--- config.mk ---
export PLATFORM = sky130hd
export DESIGN_NAME = seg_scan_driver
export DESIGN_NICKNAME = d
export VERILOG_FILES = /design/src/rtl/seg_scan_driver.sv
export SDC_FILE = /design/constraint.sdc
export NUM_CORES = 1
export LEC_CHECK = 0
export CAP_MARGIN = 20
export CORE_MARGIN = 2
export CORE_UTILIZATION = 64
export DETAILED_ROUTE_END_ITERATION = 12
export GPL_ROUTABILITY_DRIVEN = 1
export GPL_TIMING_DRIVEN = 0
export PLACE_DENSITY = 0.83
export SLEW_MARGIN = 15
export SYNTH_ARGS = -nofsm -noshare
export SYNTH_HDL_FRONTEND = slang
export SYNTH_SLANG_ARGS = --single-unit
--- constraint.sdc ---
create_clock -name clk -period 3.8 [get_ports clk]
set_input_delay 0.57 -clock clk [delete_from_list [all_inputs] [get_ports clk]]
set_output_delay 0.57 -clock clk [all_outputs]
set_load 0.01 [all_outputs]
--- src/rtl/seg_scan_driver.sv ---
// rtl/seg_scan_driver.sv - 8-bit value to 4-digit multiplexed seven-segment display driver
//
// Ports:
//   clk          system clock, rising edge
//   reset        synchronous active-high reset
//   value        8-bit unsigned value, sampled with value_valid
//   value_valid  single-cycle load strobe
//   display_mode 1 = hex, 0 = decimal, sampled with value_valid
//   seg          active-low segments, seg[0]=a .. seg[6]=g (registered)
//   an           active-low anodes, an[0] = rightmost digit (registered)
//   busy         high while a conversion is in flight
module seg_scan_driver #(
    parameter int REFRESH_DIV = 100000
) (
    input  logic       clk,
    input  logic       reset,
    input  logic [7:0] value,
    input  logic       value_valid,
    input  logic       display_mode,
    output logic [6:0] seg,
    output logic [3:0] an,
    output logic       busy
);

    localparam int PW = (REFRESH_DIV > 2) ? $clog2(REFRESH_DIV) : 1;

    // Digit codes: 0..15 are hex digits, above that are glyphs.
    localparam logic [4:0] C_H     = 5'd16;
    localparam logic [4:0] C_D     = 5'd17;
    localparam logic [4:0] C_BLANK = 5'd18;

    typedef enum logic [1:0] {S_IDLE, S_SHIFT, S_DONE} state_t;

    state_t          state;
    logic [2:0]      shift_cnt;
    logic [7:0]      bin;
    logic [11:0]     bcd;
    logic            mode;
    logic            pend_valid;
    logic [7:0]      pend_value;
    logic            pend_mode;
    logic [3:0][4:0] dig;
    logic [PW-1:0]   prescale;
    logic [1:0]      idx;

    logic [11:0]     bcd_adj;
    logic            start;
    logic [7:0]      start_value;
    logic            start_mode;

    assign busy = (state != S_IDLE);

    // Double-dabble correction: add 3 to every BCD nibble >= 5 before the shift.
    always_comb begin
        bcd_adj = bcd;
        for (int i = 0; i < 3; i++) begin
            if (bcd[4*i +: 4] >= 4'd5) begin
                bcd_adj[4*i +: 4] = bcd[4*i +: 4] + 4'd3;
            end
        end
    end

    // A fresh strobe arriving on the commit cycle is the newest value, so it
    // is taken directly in preference to the older pending one.
    always_comb begin
        start       = 1'b0;
        start_value = value;
        start_mode  = display_mode;
        case (state)
            S_IDLE: start = value_valid;
            S_DONE: begin
                if (value_valid) begin
                    start = 1'b1;
                end else if (pend_valid) begin
                    start       = 1'b1;
                    start_value = pend_value;
                    start_mode  = pend_mode;
                end
            end
            default: start = 1'b0;
        endcase
    end

    always_ff @(posedge clk) begin
        if (reset) begin
            state      <= S_IDLE;
            shift_cnt  <= 3'd0;
            bin        <= 8'd0;
            bcd        <= 12'd0;
            mode       <= 1'b0;
            pend_valid <= 1'b0;
            pend_value <= 8'd0;
            pend_mode  <= 1'b0;
            dig        <= {C_D, C_BLANK, C_BLANK, 5'd0};
        end else begin
            case (state)
                S_SHIFT: begin
                    {bcd, bin} <= {bcd_adj[10:0], bin, 1'b0};
                    shift_cnt  <= shift_cnt + 3'd1;
                    if (shift_cnt == 3'd7) begin
                        state <= S_DONE;
                    end
                end
                S_DONE: begin
                    state <= S_IDLE;
                    if (mode) begin
                        dig <= {C_H, C_BLANK, {1'b0, bin[7:4]}, {1'b0, bin[3:0]}};
                    end else begin
                        dig[3] <= C_D;
                        dig[2] <= (bcd[11:8] == 4'd0) ? C_BLANK : {1'b0, bcd[11:8]};
                        dig[1] <= (bcd[11:4] == 8'd0) ? C_BLANK : {1'b0, bcd[7:4]};
                        dig[0] <= {1'b0, bcd[3:0]};
                    end
                end
                default: state <= S_IDLE;
            endcase

            if (busy && value_valid && state != S_DONE) begin
                pend_valid <= 1'b1;
                pend_value <= value;
                pend_mode  <= display_mode;
            end else if (state == S_DONE) begin
                pend_valid <= 1'b0;
            end

            if (start) begin
                bin       <= start_value;
                mode      <= start_mode;
                bcd       <= 12'd0;
                shift_cnt <= 3'd0;
                state     <= start_mode ? S_DONE : S_SHIFT;
            end
        end
    end

    function automatic logic [6:0] encode(input logic [4:0] c);
        case (c)
            5'd0:    encode = 7'b1000000;
            5'd1:    encode = 7'b1111001;
            5'd2:    encode = 7'b0100100;
            5'd3:    encode = 7'b0110000;
            5'd4:    encode = 7'b0011001;
            5'd5:    encode = 7'b0010010;
            5'd6:    encode = 7'b0000010;
            5'd7:    encode = 7'b1111000;
            5'd8:    encode = 7'b0000000;
            5'd9:    encode = 7'b0010000;
            5'd10:   encode = 7'b0001000;
            5'd11:   encode = 7'b0000011;
            5'd12:   encode = 7'b1000110;
            5'd13:   encode = 7'b0100001;
            5'd14:   encode = 7'b0000110;
            5'd15:   encode = 7'b0001110;
            C_H:     encode = 7'b0001001;
            C_D:     encode = 7'b0100001;
            default: encode = 7'b1111111;
        endcase
    endfunction

    always_ff @(posedge clk) begin
        if (reset) begin
            prescale <= '0;
            idx      <= 2'd3;
            seg      <= 7'b1111111;
            an       <= 4'b1111;
        end else begin
            if (prescale == PW'(REFRESH_DIV - 1)) begin
                prescale <= '0;
                idx      <= idx + 2'd1;
            end else begin
                prescale <= prescale + 1'b1;
            end
            an  <= ~(4'b0001 << idx);
            seg <= encode(dig[idx]);
        end
    end

endmodule
**Word-level counts from Yosys, hierarchy flattened**

Memories as Yosys holds them, arrays and structs flattened. A register that Yosys moved wholly into a read port is not among the register bits.
Cells that the tools add are included.

- Register bits: 79
- Bits in read-only memories: 224
- Input bits: 12
- Output and inout port bits: 12
- Memories kept: 1

Memories:

| memory | words | width | read ports | clocked after memory_dff | wr ports | line | RTL |
|---|---|---|---|---|---|---|---|
| (no name shown) | 32 | 7 | 1 | 1 | 0 | 137 | `case (c)` |

- Add/sub/neg operators: 6
- Order comparisons: 4
- Eq/ne operators: 6
- Shifts and indexed selects: 1
- Muxes and demuxes: 25
- Bitwise gates (word level): 1
- Reduce and logical (&&, ||, !) cells: 10

Operators with widths:

| cell | count |
|---|---|
| $mux W8 | 5 |
| $add A17 B1 Y17 const B | 1 |
| $eq A17 B17 Y1 const B | 1 |
| $mux W16 | 1 |
| $mux W5 | 3 |
| $ge A4 B3 Y1 const B | 3 |
| $bmux W5 S2 | 1 |
| $add A4 B2 Y4 const B | 2 |
| $logic_not A8 Y1 | 1 |
| $mux W2 | 4 |
| $mux W4 | 2 |
| $mux W1 | 7 |
| $reduce_bool A2 Y1 | 3 |
| $logic_not A4 Y1 | 1 |
| $not A4 Y4 | 1 |
| $reduce_or A2 Y1 | 2 |
| $shl A1 B2 Y4 const A | 1 |
| $add A3 B1 Y3 const B | 1 |
| $add A3 B2 Y3 const B | 1 |
| $eq A3 B3 Y1 const B | 1 |
| $lt A2 B3 Y1 const B | 1 |
| $mux W3 | 1 |
| $ne A3 B3 Y1 const B | 1 |
| $add A2 B1 Y2 const B | 1 |
| other kinds (6) | 7 |

**Logic depth before layout (Yosys ltp)**

Gate-level depths: netlist (run 1).

- Word-level depth: 5
- Mapped depth: 8

**Least setup slack after synthesis (run 1)**

No wires, ideal clock.

- Path type: flip-flop to flip-flop
- Start: reg idx[1]
- End: reg seg[0]
- Arrival: 1.863 ns
- Data required time: 3.679 ns
- Path slack: 1.816 ns
- Cell stages (with the launch flop): 7
- Buffers on the path: 1
- Cells stage by stage: dfxtp_1 -> buf_6 -> mux4_2 -> ha_1 -> or3_2 -> o221ai_1 -> nand2_1

- Word-level cells in the longest chain between the ends: 2

Ends and longest elaborated chain:

| what | line | RTL |
|---|---|---|
| from (decl) | 44 | `logic [1:0] idx;` |
| from (signal assigned) | 169 | `idx <= idx + 2'd1;` |
| $bmux W5 S2 | 174 | `seg <= encode(dig[idx]);` |
| $mux W5 (not written as such) | 174 |  |
| to (decl) | 20 | `output logic [6:0] seg,` |

Every way passes these cells. The select of a mux whose other input is x is not followed.
A chain may end at the register's enable or synchronous reset.

**Worst setup path after layout (run 1)**

- Start: reg state[0]
- End: out busy

- Word-level cells in the longest chain between the ends: 1

Ends and longest elaborated chain:

| what | line | RTL |
|---|---|---|
| from (decl) | 34 | `state_t state;` |
| from (signal assigned) | 131 | `state <= start_mode ? S_DONE : S_SHIFT;` |
| $reduce_bool A2 Y1 | 51 | `assign busy = (state != S_IDLE);` |
| to (decl) | 22 | `output logic busy` |

Every way passes these cells.

==> results of run 1 <==
==> logic make-up after synthesis <==
group / after synthesis / share of synthesized area (%)
AOI/OAI and AO/OA: 88 / 14.40
xor gates and xnor gates: 23 / 5.150
adders and majority gates: 20 / 6.398
buffers and inverters: 47 / 5.438
DFF: 81 / 41.46
muxes: 14 / 3.903
and+or+nand+nor: 193 / 23.26
==> cells in the mapped netlist, drive strengths merged (3+ instances only) <==
master   count
mux2i       13
o21ai       11
and3         3
buf         11
nand2       58
a21oi       43
nor3b        3
nand4        3
nor2        61
xor2        12
and2         3
nor4         8
nor3        20
dfxtp       81
or2          4
ha          20
clkbuf      15
inv         20
a211oi      10
xnor2       11
nand2b       7
o2bb2ai      4
or3          3
nand3       12
nand3b       3
==> power breakdown <==
part	switching, mW	total [mW]	leakage [nW]	internal [mW]
Combinational	0.0988	0.169	0.946	0.0707
Clock	0.308	0.690	0.104	0.383
Sequential	0.0215	0.900	0.660	0.879
Total	0.428	1.76	1.71	1.33
==> flip-flops by register name, summed over array words and instances, names as in the netlist <==
name        count
state           2
pend_value      8
pend_mode       1
mode            1
bcd            12
seg             7
bin             8
pend_valid      1
idx             2
prescale       17
an              4
shift_cnt       3
dig            15
==> critical path, delay by kind of cell, from the launching register on <==
kind | cells | cell delay, ps
buf+inv | 3 | 1060
flops | 1 | 310
simple gates | 1 | 190
==> stage by stage <==
stage / total power [mW] / std cells
5_1_grt: 1.828 / 579
6_report: 1.760 / 579
2_1_floorplan: 1.025 / 466
3_5_place_dp: 1.085 / 564
3_3_place_gp: 1.080 / 564
4_1_cts: 1.768 / 579
==> how the worst min path moves through the flow <==
stage / to / slack [ps] / cells past startpoint
floorplan: dig[15]$_SDFFE_PP1N_ / 430 / 1
global placement: dig[13]$_SDFFE_PP0N_ / 440 / 2
detailed placement: dig[12]$_SDFFE_PP0N_ / 450 / 2
CTS: dig[12]$_SDFFE_PP0N_ / 460 / 2
global route: shift_cnt[1]$_SDFFE_PP0P_ / 480 / 2
finish: dig[12]$_SDFFE_PP0N_ / 460 / 2
==> routing by layer <==
layer / vias to the layer above / GRT usage [%] / share of wire (%)
li1: 1660 / - / -
met1: 1528 / 33.56 / 45
met2: 67 / 44.23 / 48
met3: 16 / 5.870 / 4.1
met4: 0 / 13.83 / 2.3
met5: - / 0 / 0
==> final cells by class <==
| class | count | area, µm² |
|---|---|---|
| clock buffers | 10 | 137.6 |
| inverters | 21 | 78.83 |
| multi-input cells | 338 | 2077 |
| repair buffers | 23 | 230.2 |
| clock inverters | 5 | 80.08 |
| flip-flops and latches | 81 | 1622 |
| well taps | 75 | 93.84 |
| fillers | 445 | 1468 |
| plain buffers | 26 | 133.9 |
==> impl_metrics.ini, run 1 <==
[layout]
diodes = 0
fin_util_pct = 75.21
syn_to_final_growth_pct = 13.85
mostFrequentLayoutCells = dfxtp_1 (81), nor2_1 (60), nand2_1 (58)
drive_above_1_share_pct = 7.540
final_cell_area_mm2 = 0.004453
final_common_cell = dfxtp_1
nets = 532

[sta]
finalHoldViolCount = 0
max_slew_margin_pct = 56.41
fin_setup_tns_ps = 0
slew_viol_final = 0
fin_crit_sh_pct = 65.34
skew_ps = 7.208
tightest_slew_ps = 649.5
fmax_mhz = 402.8
setup_viol = 0
fin_ws_ps = 1317
fin_crit_ps = 2483
hold_ws_ps = 455.3
rsz0062_at_grt = no

[worst_setup_path]
worst_ep_required_time_ps = 3230
worstSetupStartpointType = register
critical_path.endpoint = busy
worstReg2RegStart = idx[1]$_SDFFE_PP1N_
cp-end-kind = output pin
crit_slowest_cell = clkdlybuf4s50_1
r2r_cells = 6
slowest_delay_ps = 540
r2r_end = seg[0]$_SDFF_PP1_
arrival_ps = 1910
r2r_setup_slack_ps = 1680
crit_chain = buf_2, clkbuf_1, or2_2, clkdlybuf4s50_1
cp_max_fo = 10
crit_type = reg2out
startpoint = state[0]$_SDFFE_PP0P_

[synth]
yosys.area.top_type = dfxtp_1
synth_cell_type_count = 58
postSynthAreaPerCell_um2 = 8.393
synth_top_cell_area_share_pct = 41.46
syn-num-nets = 498
synth-edff-count = 0
ys.flop_type = dfxtp_1
seq_area_frac_synth_pct = 41.46
ys_warn_count = 0
synth_area_mm2 = 0.003911
synthArstFlopShare_pct = 0
synthTopCellsByArea = dfxtp_1 (41%), ha_1 (6.4%), nor2_1 (5.8%), nand2_1 (5.6%), a21oi_1 (5.4%)
syn_inst = 466
synth_seq_cells = 81

[placed_design]
io_buffers = 23
place_congestion = 0.8820
placed_area_mm2 = 0.004235
place_hpwl_um = 5813
place_ws_ps = 1339

[global_routing]
grt_pass1_vias = 3145
grt_overflow = 0
antenna_found_initial = 0
grt_first_pass_wirelength_um = 14010
grt_use_total_pct = 27.05
grt_max_degree = 14

[power]
powerDensity_mw_per_mm2 = 395.2
leakagePower_nw = 1.711
vdd_drop_max_v = 0.0003313

[clock_network]
postCtsSetupRepairBufs = 0
htreeDepth = 3
cts_tree = built
numCtsBuffers = 9
cts-root-buf = clkbuf_8
clock-sinks = 81
cts.clk_slew.worst_paths_ps = 80
hold_buffers = 0
cts_max_path_buffers = 2
cts_resized = 0
clk_latency_ps = 350

[floorplan]
rows = 28
die_w_um = 82.18
floorplan.initialDensity_pct = 66.06
die-height_um = 82.18
die-area_mm2 = 0.006753
pin_count = 24
core-area_mm2 = 0.005921

[worst_hold_path]
hold_start = dig[12]$_SDFFE_PP0N_
hp-class = reg2reg

[detailed_routing]
wl_per_cell_um = 14.19
ant_nets = 0
vias = 3271
drc = 0
vias_per_cell = 5.649
wirelength_um = 8215
dr.pass1.iters = 4
first_iter_violations = 160

[flow_run]
drv_cap = 0

[status]
outcome = completed
Power figures use the tool's default switching activity.
==> run 2, diff against run 1 <==
--- a/config.mk
+++ b/config.mk
@@ -7,11 +7,11 @@
 export LEC_CHECK = 0
 export CAP_MARGIN = 20
 export CORE_MARGIN = 2
-export CORE_UTILIZATION = 64
+export CORE_UTILIZATION = 53
 export DETAILED_ROUTE_END_ITERATION = 12
 export GPL_ROUTABILITY_DRIVEN = 1
 export GPL_TIMING_DRIVEN = 0
-export PLACE_DENSITY = 0.83
+export PLACE_DENSITY = 0.73
 export SLEW_MARGIN = 15
 export SYNTH_ARGS = -nofsm -noshare
 export SYNTH_HDL_FRONTEND = slang
==> constraint.sdc (replaced) <==
create_clock -name clk -period 2.1 [get_ports clk]
set_input_delay 0.315 -clock clk [delete_from_list [all_inputs] [get_ports clk]]
set_output_delay 0.315 -clock clk [all_outputs]
set_load 0.01 [all_outputs]
==> impl_metrics.ini, run 2 (synthesized netlist as in run 1, its figures left out) <==
[status]
outcome = completed

[detailed_routing]
first_iter_violations = 124
ant_nets = 0
wl_per_cell_um = 13.39
dr.pass1.iters = 5
wirelength_um = 8101
vias_per_cell = 5.263
drc = 0
vias = 3184

[floorplan]
die-height_um = 89.91
pin_count = 24
core-area_mm2 = 0.007214
die-area_mm2 = 0.008083
floorplan.initialDensity_pct = 54.21
rows = 31
die_w_um = 89.91

[layout]
nets = 533
mostFrequentLayoutCells = dfxtp_1 (80), nor2_1 (59), nand2_1 (58)
fin_util_pct = 61.91
final_common_cell = dfxtp_1
syn_to_final_growth_pct = 14.20
largest-register = prescale
drive_above_1_share_pct = 8.498
largest_register_ffs = 17
diodes = 0
top_regs = prescale: 17 flops, dig: 15 flops, bcd: 12 flops

[global_routing]
grt_overflow = 0
grt_pass1_vias = 3043
grt_use_total_pct = 20.81
grt_first_pass_wirelength_um = 13920
antenna_found_initial = 0
grt_max_degree = 19

[sta]
setup_viol = 0
tightest_slew_ps = 522.3
fmax_mhz = 485.1
finalHoldViolCount = 0
fin_setup_tns_ps = 0
skew_ps = 9.466
fin_crit_sh_pct = 98.17
fin_ws_ps = 38.42
fin_crit_ps = 2062
slew_viol_final = 0
hold_ws_ps = 452.7
max_slew_margin_pct = 65.18

[worst_setup_path]
slowest_delay_ps = 530
worstSetupStartpointType = register
r2r_setup_slack_ps = 40
critical_path.endpoint = seg[0]$_SDFF_PP1_
crit_type = reg2reg
worstReg2RegStart = idx[1]$_SDFFE_PP1N_
worst_ep_required_time_ps = 2330
startpoint = idx[1]$_SDFFE_PP1N_
crit_chain = buf_6, mux4_2, ha_1, or3_2, o221ai_1, nand2_1
r2r_cells = 6
crit_slowest_cell = mux4_2
arrival_ps = 2300
cp_max_fo = 8
r2r_end = seg[0]$_SDFF_PP1_
cp-end-kind = register

[power]
clockPowerShare_pct = 34.9
netSwitchingFraction_pct = 25.41
power.internal_mw = 2.216
powerDensity_mw_per_mm2 = 665.1
vdd_drop_max_v = 0.0004998
seq_power_share_pct = 54.8
totalPowerFinal_mw = 2.971
leakagePower_nw = 1.710
p_switching_mw = 0.7551
comb_power_share_pct = 10.3

[clock_network]
cts-root-buf = clkbuf_8
numCtsBuffers = 9
cts.clk_slew.worst_paths_ps = 80
cts_max_path_buffers = 2
htreeDepth = 3
clock-sinks = 81
clk_latency_ps = 340
cts_tree = built

[placed_design]
place_ws_ps = -192.5
io_buffers = 23
place_hpwl_um = 5861
place_congestion = 0.9066

[flow_run]
drv_cap = 0

[worst_hold_path]
hp-class = reg2reg
==> run 2: cell types whose count changed in the layout (fill, tap and decap cells not counted) <==
cell / delta
o21ai_2: +1
dfxtp_1: -1
o21ai_1: -1
clkinvlp_4: -2
clkinv_4: +2
dfxtp_2: +1
clkbuf_8: +1
buf_4: +2
nor2_1: -1
bufinv_16: -2
nor2_2: +1
clkinv_2: +1
==> run 2: through the flow <==
step | instance area (µm²) | cells
after global placement | 4265 | 588
after floorplan | 3911 | 466
after global routing | 4467 | 605
final | 4467 | 605
after detailed placement | 4265 | 588
after CTS | 4459 | 605
==> run 2: what timing repair did <==
action,4_1_cts,5_1_grt
gates resized for setup,0,3
setup buffers,2,0
setup endpoints to repair,2,9
hold buffers,0,0
==> run 2: worst min path at each step <==
stage	startpoint	endpoint	slack, ps	cells after the start
CTS	pend_mode$_SDFFE_PP0P_	pend_mode$_SDFFE_PP0P_	450	2
global placement	pend_mode$_SDFFE_PP0P_	pend_mode$_SDFFE_PP0P_	440	2
global route	pend_mode$_SDFFE_PP0P_	pend_mode$_SDFFE_PP0P_	460	2
floorplan	dig[15]$_SDFFE_PP1N_	dig[15]$_SDFFE_PP1N_	430	1
finish	bcd[9]$_SDFFE_PP0P_	bcd[9]$_SDFFE_PP0P_	450	2
detailed placement	pend_mode$_SDFFE_PP0P_	pend_mode$_SDFFE_PP0P_	440	2
==> run 2: power groups by stage <==
stage               clock, mW  sequential [mW]  combinational [mW]
floorplan                   0             1.66               0.199
global placement            0             1.66               0.296
detailed placement          0             1.66               0.300
CTS                      1.07             1.63               0.305
global route             1.14             1.63               0.345
finish                   1.04             1.63               0.305
==> run 2: area by class of cell <==
class	count	area, µm²
fill	664	2748
tap	99	123.9
buffer	25	130.1
clock inverter	4	27.53
clock buffer	12	155.1
multi-input combinational	338	2083
timing repair buffer	25	245.2
sequential	81	1623
inverter	21	78.83
==> run 2: metal layers <==
layer | track usage, % | up-vias | part of all wire [%]
met3 | 4.443 | 6 | 3.4
met1 | 26.92 | 1468 | 46
li1 | - | 1659 | -
met4 | 6.282 | 0 | 0.49
met5 | 0 | - | 0
met2 | 35.10 | 51 | 50
==> run 2: critical path, delay by kind of cell (launching register included) <==
family                     cells  cell delay, ps
AOI/OAI and AO/OA              1              90
adders and majority gates      1             250
buffers and inverters          1             140
DFF                            1             360
muxes                          1             530
and+or+nand+nor                2             560
==> run 3, diff against run 2 <==
--- a/config.mk
+++ b/config.mk
@@ -6,12 +6,15 @@
 export NUM_CORES = 1
 export LEC_CHECK = 0
 export CAP_MARGIN = 20
+export CORE_ASPECT_RATIO = 2
 export CORE_MARGIN = 2
 export CORE_UTILIZATION = 53
+export CTS_CLUSTER_SIZE = 40
 export DETAILED_ROUTE_END_ITERATION = 12
 export GPL_ROUTABILITY_DRIVEN = 1
 export GPL_TIMING_DRIVEN = 0
 export PLACE_DENSITY = 0.73
+export REMOVE_ABC_BUFFERS = 1
 export SLEW_MARGIN = 15
 export SYNTH_ARGS = -nofsm -noshare
 export SYNTH_HDL_FRONTEND = slang
==> impl_metrics.ini, run 3 (synthesized netlist as in run 1, its figures left out) <==
[clock_network]
clock-sinks = 81
cts_tree = built
numCtsBuffers = 9
cts.clk_slew.worst_paths_ps = 60
cts_max_path_buffers = 2
postCtsSetupRepairBufs = 0
cts-root-buf = clkbuf_16
htreeDepth = 3
clk_latency_ps = 340

[layout]
drive_above_1_share_pct = 8.108
syn_to_final_growth_pct = 13.95
largest-register = prescale
top_regs = prescale: 17 flops, dig: 15 flops, bcd: 12 flops
largest_register_ffs = 17
mostFrequentLayoutCells = dfxtp_1 (78), nor2_1 (59), nand2_1 (58)
diodes = 0
final_common_cell = dfxtp_1
nets = 508

[detailed_routing]
vias = 3164
vias_per_cell = 5.522
wl_per_cell_um = 14.04
ant_nets = 0
first_iter_violations = 221
dr.pass1.iters = 4
drc = 0
wirelength_um = 8046

[worst_setup_path]
arrival_ps = 2250
worstReg2RegStart = idx[1]$_SDFFE_PP1N_
r2r_end = seg[0]$_SDFF_PP1_
worst_ep_required_time_ps = 2330
worstSetupStartpointType = register
r2r_cells = 5
r2r_setup_slack_ps = 70
crit_chain = mux4_2, ha_1, or3_2, o221ai_1, nand2_1
crit_type = reg2reg
cp-end-kind = register
crit_slowest_cell = mux4_2
worst-path-buf-inv = 0
cp_max_fo = 10
critPathTopFamily = multiplexers
slowest_delay_ps = 590

[global_routing]
top_usage_layer = met2
grt_overflow = 0
grt_pass1_vias = 3006
grt_use_met3_pct = 4.496
grt.met2_usage_pct = 38.20
grt_first_pass_wirelength_um = 13540
grt_use_total_pct = 21.25
grt_max_degree = 42
antenna_found_initial = 0
grt_use_met1_pct = 21.94

[sta]
rsz0062_at_grt = no
fin_crit_ps = 2027
skew_ps = 6.620
max_slew_margin_pct = 48.50
fmax_mhz = 493.4
slew_viol_final = 0
setup_viol = 0
finalHoldViolCount = 0
fin_setup_tns_ps = 0
fin_crit_sh_pct = 96.52
tightest_slew_ps = 772.5

[worst_hold_path]
min_delay_worst_endpoint = dig[13]$_SDFFE_PP0N_
hold_depth = 2
hp-class = reg2reg
hold_start = dig[13]$_SDFFE_PP0N_

[floorplan]
pin_count = 24
die-height_um = 125.5
die-area_mm2 = 0.008125
floorplan.initialDensity_pct = 54.23
die_w_um = 64.75
core-area_mm2 = 0.007212
rows = 44

[placed_design]
place_congestion = 0.8140
place_hpwl_um = 5711
io_buffers = 23

[power]
totalPowerFinal_mw = 3.490
powerDensity_mw_per_mm2 = 783.2
leakagePower_nw = 1.710
vdd_drop_max_v = 0.0005837

[status]
outcome = completed

[flow_run]
drv_cap = 0
-- run 3: changes by cell type in the layout (fill, tap and decap cells not counted), sizes merged, moves of 2 or more --
cell | previous run | this run
buf | 13 | 3
clkdlybuf4s50 | 23 | 21
clkbuf | 26 | 9
inv | 20 | 22
-- run 3: routing by layer --
layer	part of all wire [%]	wire length (µm)	up-vias
met4	3.8	306	0
met3	2.2	181	23
met2	54	4370	43
met1	40	3188	1491
met5	0	0	-
li1	-	-	1607
-- run 3: metrics by stage --
stage / utilization, % / hold WS [ps] / instance area, µm² / setup WS, ps / instances
6_report: 61.80 / 450.8 / 4457 / 73.17 / 573
4_1_cts: 61.45 / 456.7 / 4432 / -104.4 / 572
5_1_grt: 61.80 / 473.4 / 4457 / 6.415 / 573
3_5_place_dp: 57.23 / 445.1 / 4128 / -466.7 / 556
2_1_floorplan: - / 384.1 / 3777 / 45.54 / 440
3_3_place_gp: 57.17 / 436.9 / 4123 / -1541 / 555
-- run 3: how the worst max path moves through the flow --
stage                                 from                endpoint  slack, ps  depth (start not counted)
floorplan              idx[1]$_SDFFE_PP1N_       seg[0]$_SDFF_PP1_         50                          5
global placement                     reset     bcd[4]$_SDFFE_PP0P_      -1540                          4
detailed placement             value_valid     bcd[4]$_SDFFE_PP0P_       -470                          4
CTS                            value_valid     bcd[4]$_SDFFE_PP0P_       -100                          4
global route        prescale[0]$_SDFF_PP0_  prescale[6]$_SDFF_PP0_          6                          5
finish                 idx[1]$_SDFFE_PP1N_       seg[0]$_SDFF_PP1_         70                          5
-- run 3: worst min-delay path, cell delays in order, from the launching register on --
cell and delay, ps:
dfxtp_1 310, nand2_1 50, a21oi_1 50
-- run 3: repair_timing --
item | in CTS | in global routing
hold buffers | 0 | 0
setup endpoints to repair | 17 | 16
gates cloned | 0 | 0
resized for setup | 1 | 7
-- run 3: cell type report --
class | instances | area [µm²]
Timing Repair Buffer | 25 | 242.7
Clock buffer | 9 | 225.2
Inverter | 21 | 78.83
Multi-Input combinational cell | 338 | 2090
Clock inverter | 7 | 77.57
Fill cell | 652 | 2755
Tap cell | 92 | 115.1
Sequential cell | 81 | 1628
-- run 3: where the power goes --
part           switching (mW)  internal (mW)
clock network           0.648          0.930
logic                   0.152          0.117
registers              0.0521           1.59
total                   0.852           2.64
